<file path="src/rtl/btb_bpred.sv">
// Direct-mapped branch target buffer with a 2-bit saturating direction counter per entry.
// Looked up combinationally at Fetch, trained by the branch resolved in Decode.
module btb_bpred #(
  parameter int ENTRIES = 16,
  localparam int IDXW = $clog2(ENTRIES)
) (
  input  logic        clk,
  input  logic        reset,
  input  logic [31:0] pcF,
  input  logic        stallD,
  input  logic        flushD,
  input  logic [31:0] pcD,
  input  logic        branchD,
  input  logic        br_takenD,
  input  logic [31:0] branchimmD,
  output logic        BTBHitF,
  output logic        BpredF,
  output logic [31:0] branchimmF,
  output logic        BTBHitD,
  output logic        BpredD,
  output logic        mispredictD,
  output logic [31:0] mispred_cnt
);

  localparam int TAGW = 32 - IDXW - 2;

  logic [ENTRIES-1:0] r_valid;
  logic [TAGW-1:0]    r_tag [ENTRIES];
  logic [31:0]        r_imm [ENTRIES];
  logic [1:0]         r_ctr [ENTRIES];

  logic               r_hit_d;
  logic               r_pred_d;
  logic [31:0]        r_mispred_cnt;

  logic [IDXW-1:0]    w_idx_f;
  logic [IDXW-1:0]    w_idx_d;
  logic               w_hit_f;
  logic               w_hit_u;
  logic               w_upd;

  assign w_idx_f = pcF[IDXW+1:2];
  assign w_idx_d = pcD[IDXW+1:2];
  assign w_hit_f = r_valid[w_idx_f] && (r_tag[w_idx_f] == pcF[31:IDXW+2]);
  assign w_hit_u = r_valid[w_idx_d] && (r_tag[w_idx_d] == pcD[31:IDXW+2]);
  assign w_upd   = branchD & ~stallD;

  assign BTBHitF     = w_hit_f;
  assign BpredF      = w_hit_f & r_ctr[w_idx_f][1];
  assign branchimmF  = w_hit_f ? r_imm[w_idx_f] : 32'd0;
  assign BTBHitD     = r_hit_d;
  assign BpredD      = r_pred_d;
  assign mispredictD = branchD & ((r_hit_d & r_pred_d) != br_takenD);
  assign mispred_cnt = r_mispred_cnt;

  // Lookups read the pre-edge table, so a same-index lookup sees the old entry.
  // NOTE: the whole table is reset (not just valid) because stale tag/imm/ctr
  // must read as zero after reset; this costs a reset on every storage flop.
  always_ff @(posedge clk or posedge reset) begin
    if (reset) begin
      r_valid <= '0;
      for (int i = 0; i < ENTRIES; i++) begin
        r_tag[i] <= '0;
        r_imm[i] <= '0;
        r_ctr[i] <= 2'b00;
      end
    end else if (w_upd) begin
      if (w_hit_u) begin
        if (br_takenD) begin
          if (r_ctr[w_idx_d] != 2'b11) r_ctr[w_idx_d] <= r_ctr[w_idx_d] + 2'd1;
          r_imm[w_idx_d] <= branchimmD;
        end else if (r_ctr[w_idx_d] != 2'b00) begin
          r_ctr[w_idx_d] <= r_ctr[w_idx_d] - 2'd1;
        end
      end else if (br_takenD) begin
        r_valid[w_idx_d] <= 1'b1;
        r_tag[w_idx_d]   <= pcD[31:IDXW+2];
        r_imm[w_idx_d]   <= branchimmD;
        r_ctr[w_idx_d]   <= 2'b10;
      end
    end
  end

  // Flush beats stall so a squashed slot never carries a stale prediction.
  always_ff @(posedge clk or posedge reset) begin
    if (reset) begin
      r_hit_d  <= 1'b0;
      r_pred_d <= 1'b0;
    end else if (flushD) begin
      r_hit_d  <= 1'b0;
      r_pred_d <= 1'b0;
    end else if (!stallD) begin
      r_hit_d  <= w_hit_f;
      r_pred_d <= BpredF;
    end
  end

  always_ff @(posedge clk or posedge reset) begin
    if (reset) begin
      r_mispred_cnt <= '0;
    end else if (mispredictD && !stallD) begin
      r_mispred_cnt <= r_mispred_cnt + 32'd1;
    end
  end

endmodule

</file>
<file path="config.mk">
export PLATFORM = sky130hd
export DESIGN_NAME = btb_bpred
export DESIGN_NICKNAME = d
export VERILOG_FILES = /design/src/rtl/btb_bpred.sv
export SDC_FILE = /design/constraint.sdc
export NUM_CORES = 2
export LEC_CHECK = 0
export CAP_MARGIN = 20
export CORE_ASPECT_RATIO = 1.25
export CORE_MARGIN = 4
export CORE_UTILIZATION = 52
export CTS_CLUSTER_SIZE = 28
export DETAILED_ROUTE_END_ITERATION = 7
export PLACE_DENSITY = 0.73
export SLEW_MARGIN = 30
export SYNTH_ARGS = -nofsm -noshare
export SYNTH_HDL_FRONTEND = slang
export SYNTH_SLANG_ARGS = --single-unit
</file>
<file path="constraint.sdc">
create_clock -name clk -period 33.9 [get_ports clk]
set_input_delay 5.085 -clock clk [delete_from_list [all_inputs] [get_ports clk]]
set_output_delay 5.085 -clock clk [all_outputs]
set_load 0.01 [all_outputs]
</file>
# Yosys cells after proc, flatten, opt, wreduce, memory -nomap -nowiden
# Index checks and enable logic that the tools add are counted.
dict set report totals {
  inputBits 102
  ff_bits 1010
  out_inout_bits 69
  elab_cells 132
}
dict set report classes {
  reduce_logical 12
  mux 41
  add_sub_neg 3
  n_eq_ne 6
  bitwise_logic 12
  n_lt_le_gt_ge 6
}
# op n
set ops {}
lappend ops {{512-bit bitwise mux} 1}
lappend ops {{416-bit bitwise mux} 1}
lappend ops {{32-bit 2-to-1 mux} 9}
lappend ops {{26-bit binary-select mux with 4-bit select} 2}
lappend ops {{26-bit 2-to-1 mux} 5}
lappend ops {{32-bit binary-select mux with 4-bit select} 1}
lappend ops {{32-bit demux with 4-bit select} 1}
lappend ops {{26-bit demux with 4-bit select} 1}
lappend ops {{32-bit bitwise mux} 2}
lappend ops {{26-bit equality test} 2}
lappend ops {{32-bit by 1-bit adder with 32-bit output (second input constant)} 1}
lappend ops {{16-bit OR} 2}
lappend ops {{16-bit AND} 1}
lappend ops {{2-bit binary-select mux with 4-bit select} 2}
lappend ops {{16-bit NOT} 1}
lappend ops {{5-bit greater-or-equal comparator (second input constant)} 2}
lappend ops {{4-bit by 5-bit less-than comparator with 1-bit output (second input constant)} 2}
lappend ops {{2-bit 2-to-1 mux} 5}
lappend ops {{4-bit NOT with 5-bit output} 2}
lappend ops {{1-bit binary-select mux with 4-bit select} 2}
lappend ops {{2-bit demux with 4-bit select} 1}
lappend ops {{1-bit 2-to-1 mux} 7}
lappend ops {{2-bit nonzero test} 3}
lappend ops {{1-bit logical AND} 5}
lappend ops {{other kinds (15)} 19}

# Longest topological paths before layout
dict set report depth {
  word_depth 9
  ltp_mapped 18
  ltp_nobuf 10
}

# Worst setup path after synthesis
# No wires, ideal clock.
dict set report synth_path {
  kind {input -> output}
  start {input pcF[2]}
  end {output branchimmF[10]}
  setup_slack_ns 20.607
  path_buffers 7
  stages 10
  required_time_ns 28.815
  t_arrival_ns 8.208
  path_cell_list {clkbuf_1 -> buf_2 -> buf_2 -> buf_2 -> clkbuf_1 -> buf_1 -> buf_1 -> mux4_2 -> mux4_2 -> nor2b_1}
}
dict set report synth_via {
  elab_chain_len 7
  elab_cells_between_ends 12
  classes_between {eq/ne: 1; mux: 9; bitwise: 1; reduce/logical: 1}
}
# item line
set synth_lines {}
lappend synth_lines {{start, declared} 9} ;# input logic [31:0] pcF,
lappend synth_lines {{4-bit NOT with 5-bit output (not written as such)} {44, 50}}
lappend synth_lines {{26-bit binary-select mux with 4-bit select} 44} ;# assign w_hit_f = r_valid[w_idx_f] && (r_tag[w_idx_f] == pcF[31:IDXW+2]);
lappend synth_lines {{26-bit 2-to-1 mux (not written as such) (2 in a row)} 44}
lappend synth_lines {{26-bit equality test} 44}
lappend synth_lines {{1-bit logical AND} 44}
lappend synth_lines {{32-bit 2-to-1 mux (*)} 50} ;# assign branchimmF = w_hit_f ? r_imm[w_idx_f] : 32'd0;
lappend synth_lines {{end, declared} 18} ;# output logic [31:0] branchimmF,
# Mark *: on every way between the ends. The rest lies on a longest branch, timed or not. The select of a mux whose other input is x is not followed.

# Worst setup path in the final report
dict set report layout_path {
  start {input pcF[2]}
  end {output BpredF}
}
dict set report layout_via {
  elab_chain_len 7
  elab_cells_between_ends 12
  classes_between {eq/ne: 1; mux: 8; bitwise: 2; reduce/logical: 1}
}
# item line
set layout_lines {}
lappend layout_lines {{4-bit NOT with 5-bit output (not written as such)} {44, 49}}
lappend layout_lines {{26-bit binary-select mux with 4-bit select} 44}
lappend layout_lines {{26-bit 2-to-1 mux (not written as such) (2 in a row)} 44}
lappend layout_lines {{26-bit equality test} 44}
lappend layout_lines {{1-bit logical AND} 44}
lappend layout_lines {{1-bit AND (*)} 49} ;# assign BpredF = w_hit_f & r_ctr[w_idx_f][1];
lappend layout_lines {{end, declared} 17} ;# output logic BpredF,
# Marks and branches as above.

==> out/summary.log <==
[worst_setup_path] peak per-stage delay on the critical path 0.70 ns
[clock_tree] worst skew pair latency 0.71 ns
[detailed_routing] DRT antenna net count 0
[placement] DPL Wire Length 77.8 mm
[clock_tree] Post-CTS Hold Buffers 0
[logic_synthesis] average instance area after synthesis 15.4 sq um
[outcome] status finished clean
[detailed_routing] DRC viols 0
[placement] number of port buffers 166
[placement] placer's final routability congestion estimate 0.839
[clock_tree] Setup Fix Bufs, Post-CTS 0
[sta] setup repair after global routing missed its margin no
[power_and_ir_drop] Static Leakage 25.4 nW
[sta] Final Skew 0.0585 ns
[worst_setup_path] cell repeated most along the worst path buf_4
[global_route] global route overflow 0
[sta] sum of negative setup slack 0 ns
[clock_tree] clock input transition at the sequential cells of the worst setup and hold paths 0.06 ns
[final_layout] Non-Filler Cell Area, Final 0.0571 sq mm
[power_and_ir_drop] PD cells 55.7 mW/mm^2
[sta] Final Hold Vio Count 0
[min_path] type of the worst min-delay path reg -> reg
[placement] placement-stage cell area 0.0533 sq mm
[clock_tree] number of buffers created by CTS 102
[logic_synthesis] Main synth FF type dfrtp_1
[sta] fin. max-slew vios 0
[sta] final setup violating endpoints 0
[floorplan] Chip Height 358 um
[worst_setup_path] slack of the worst reg-to-reg path 29.19 ns
[worst_setup_path] critical path required time 28.81 ns
[detailed_routing] DRC marker count from the first detailed-route iteration 2390
[floorplan] width of the die 288 um
[floorplan] initial core utilization 52.7%
[floorplan] core region area 0.0965 sq mm
[global_route] number of global-route vias before repair 33400
[logic_synthesis] fraction of registers with async set or reset after synthesis 100%
[clock_tree] number of clock sinks seen by CTS 1010
[clock_tree] maximum buffer depth of the clock tree 3
[global_route] antenna violations before repair 8
[worst_setup_path] type of the worst setup path in -> out
[power_and_ir_drop] Peak supply drop 0.0434 mV
[floorplan] top-level I/O count 171
[logic_synthesis] total of warnings raised by yosys 0
[worst_setup_path] element type at the critical path start primary input
[sta] post-route setup slack 18.73 ns
[logic_synthesis] Netlist cell types 61
[worst_setup_path] Worst Path Max Fanout 64
[placement] placement-stage worst setup slack 18.66 ns
[final_layout] fraction of layout instances using a drive strength above 1 46.9%
[clock_tree] Resized Gates After CTS 0
[floorplan] number of rows in the core area 127
[worst_setup_path] CP endpoint kind output pin
[logic_synthesis] proportion of synthesized chip area in sequential cells 49.7%
[detailed_routing] routed length per placed instance 28.8 um
[power_and_ir_drop] power after layout 3.18 mW
[logic_synthesis] count of flip-flops with a built-in enable after synthesis 0
[detailed_routing] Pre-Repair DR Iteration Count 5
[sta] Period Utilization, post-route 44.7%
[worst_setup_path] Data arrival, critical path 10.08 ns
[detailed_routing] via count of the routed design 30300
[sta] worst rel slew slack 33.8%
[floorplan] die footprint 0.103 sq mm
[logic_synthesis] area share of the leading cell type in the synthesized netlist 49.7%
[final_layout] Final Net Count 3436
[logic_synthesis] library cell occupying the most area in the post-synthesis netlist dfrtp_1
[global_route] maximum number of pins on one net before global-route repair 195
[clock_tree] clock root buffer clkbuf_16
[clock_tree] level count of the clock H-tree 3
[sta] minimum period implied by the final worst setup slack 15.17 ns
[worst_setup_path] dominant delay contributor by cell family on the critical path buffers and inverters
[logic_synthesis] flip-flop and latch count after synthesis 1010
[worst_setup_path] cell type of the slowest stage on the worst timing path buf_4
[worst_setup_path] crit path cell chain buf_8 > buf_6 > buf_4 > mux4_2 > a211oi_1 > a21oi_1 > xor2_1 > nor4_1 > nand4_1 > buf_4 > nor2b_1 > clkdlybuf4s50_1
[detailed_routing] detailed-route wire length 136 mm
[worst_setup_path] sum of buffers and inverters on the critical path 5
[global_route] wire length of the first global-routing pass 208 mm
[run] Max-Cap Viols 0
[detailed_routing] via/cell ratio 6.42
[logic_synthesis] nets in the synthesized netlist 3395
[clock_tree] clock tree from TritonCTS yes
[sta] FMAX 0.0659 GHz
[final_layout] relative area change from synthesis to final layout 12.3%
[global_route] overall fraction of global-route tracks in use 26.7%
[logic_synthesis] total standard cell area after synthesis 0.0508 sq mm
[logic_synthesis] top cells by area, synth dfrtp_1, mux2_2, mux4_2
[logic_synthesis] Post-Synthesis Cells 3290
[sta] worst-margin pin slew 0.993 ns
report_power, final:
| group | total (mW) | internal (mW) | leakage [nW] | switching [mW] |
|---|---|---|---|---|
| Combinational | 0.486 | 0.287 | 10.2 | 0.199 |
| Clock | 1.23 | 0.738 | 1.81 | 0.489 |
| Sequential | 1.47 | 1.36 | 13.4 | 0.104 |
| Total | 3.18 | 2.39 | 25.4 | 0.792 |
metal layers:
layer	GRT usage (%)	part of all wire, %	up-vias
met2	45.3	51	987
met3	4.30	5.7	331
met4	11.1	4.5	0
met5	0	0	-
met1	34.5	39	16600
li1	-	-	12400
cell type report:
class | instances | area, sq um
tap | 1290 | 1610
clock inverter | 42 | 692
timing repair buffer | 225 | 2210
fill | 7181 | 39400
clock buffer | 147 | 2990
sequential | 1010 | 25300
inverter | 9 | 46.3
multi-input combinational | 1983 | 24200
antenna | 10 | 25.0
flip-flops by register name, indices dropped and copies added, names as in the netlist:
signal	flops
BTBHitD	1
BpredD	1
mispred_cnt	32
r_ctr	32
r_imm	512
r_tag	416
r_valid	16
cell families after synthesis:
logic type | count (synthesis) | synth area share [%]
muxes | 1424 | 40.4
and+or+nand+nor | 352 | 3.67
adders and majority gates | 3 | 0.0739
AOI/OAI and AO/OA | 112 | 1.67
buffers and inverters | 297 | 2.84
DFF | 1010 | 49.7
xor gates and xnor gates | 92 | 1.59
metrics by stage:
| step | hold WS [ns] | util [%] | cells |
|---|---|---|---|
| after floorplan | 0.441 | - | 3290 |
| after global placement | 0.458 | 55.2 | 4515 |
| after detailed placement | 0.461 | 55.3 | 4515 |
| after CTS | 0.473 | 59.1 | 4704 |
| after global routing | 0.493 | 59.2 | 4710 |
| final | 0.470 | 59.2 | 4716 |
final timing paths:
kind	from	endpoint	depth (start not counted)
min in group asynchronous	reset	r_tag[221]	2
max in group asynchronous	reset	mispred_cnt[12]	6
setup / recovery	pcF[2]	BpredF	12
setup reg to reg	r_tag[356]	r_tag[300]	9
hold reg to reg	r_imm[261]	r_imm[261]	2
hold / removal	r_imm[261]	r_imm[261]	2
synth_stat cells, drive strengths merged, types with 8 or more instances:
master	instances
a221oi	15
a22oi	41
and3	9
buf	112
clkbuf	176
dfrtp	1010
inv	8
mux2	955
mux2i	106
mux4	363
nand2	139
nand3	31
nand4	15
nor2	51
nor2b	43
nor3	19
o22ai	13
or2	20
xnor2	58
xor2	34
cells in the final DEF (no fill, tap or decap), types with 5 or more instances in the layout:
cell / count
dfrtp_1: 1010
mux4_2: 363
nand2b_1: 5
a21oi_1: 6
nor3_1: 8
buf_6: 14
xor2_1: 34
nand3_1: 28
bufinv_16: 16
buf_4: 45
clkbuf_8: 23
mux2_2: 792
and3_1: 9
o21ai_0: 6
a22oi_1: 41
xnor2_1: 58
clkinv_2: 17
o22ai_1: 13
and2_1: 5
clkdlybuf4s50_1: 158
clkbuf_1: 20
or2_2: 17
nor2b_1: 42
nor2_4: 18
nand4_1: 15
clkbuf_16: 104
nor2_1: 32
a221oi_1: 14
mux2_4: 149
inv_1: 7
nor3_4: 11
mux2_1: 14
mux2i_1: 106
nor4_1: 5
nand2_1: 136
diode_2: 10
worst reg2reg max path, delay by kind of cell, from the launching register on:
family | cells | cell delay, ns
simple gates | 4 | 1.84
mux | 3 | 1.42
xor+xnor | 1 | 0.52
buf+inv | 1 | 0.42
flops | 1 | 0.41
Note: power is estimated with default switching activity, not from simulation.
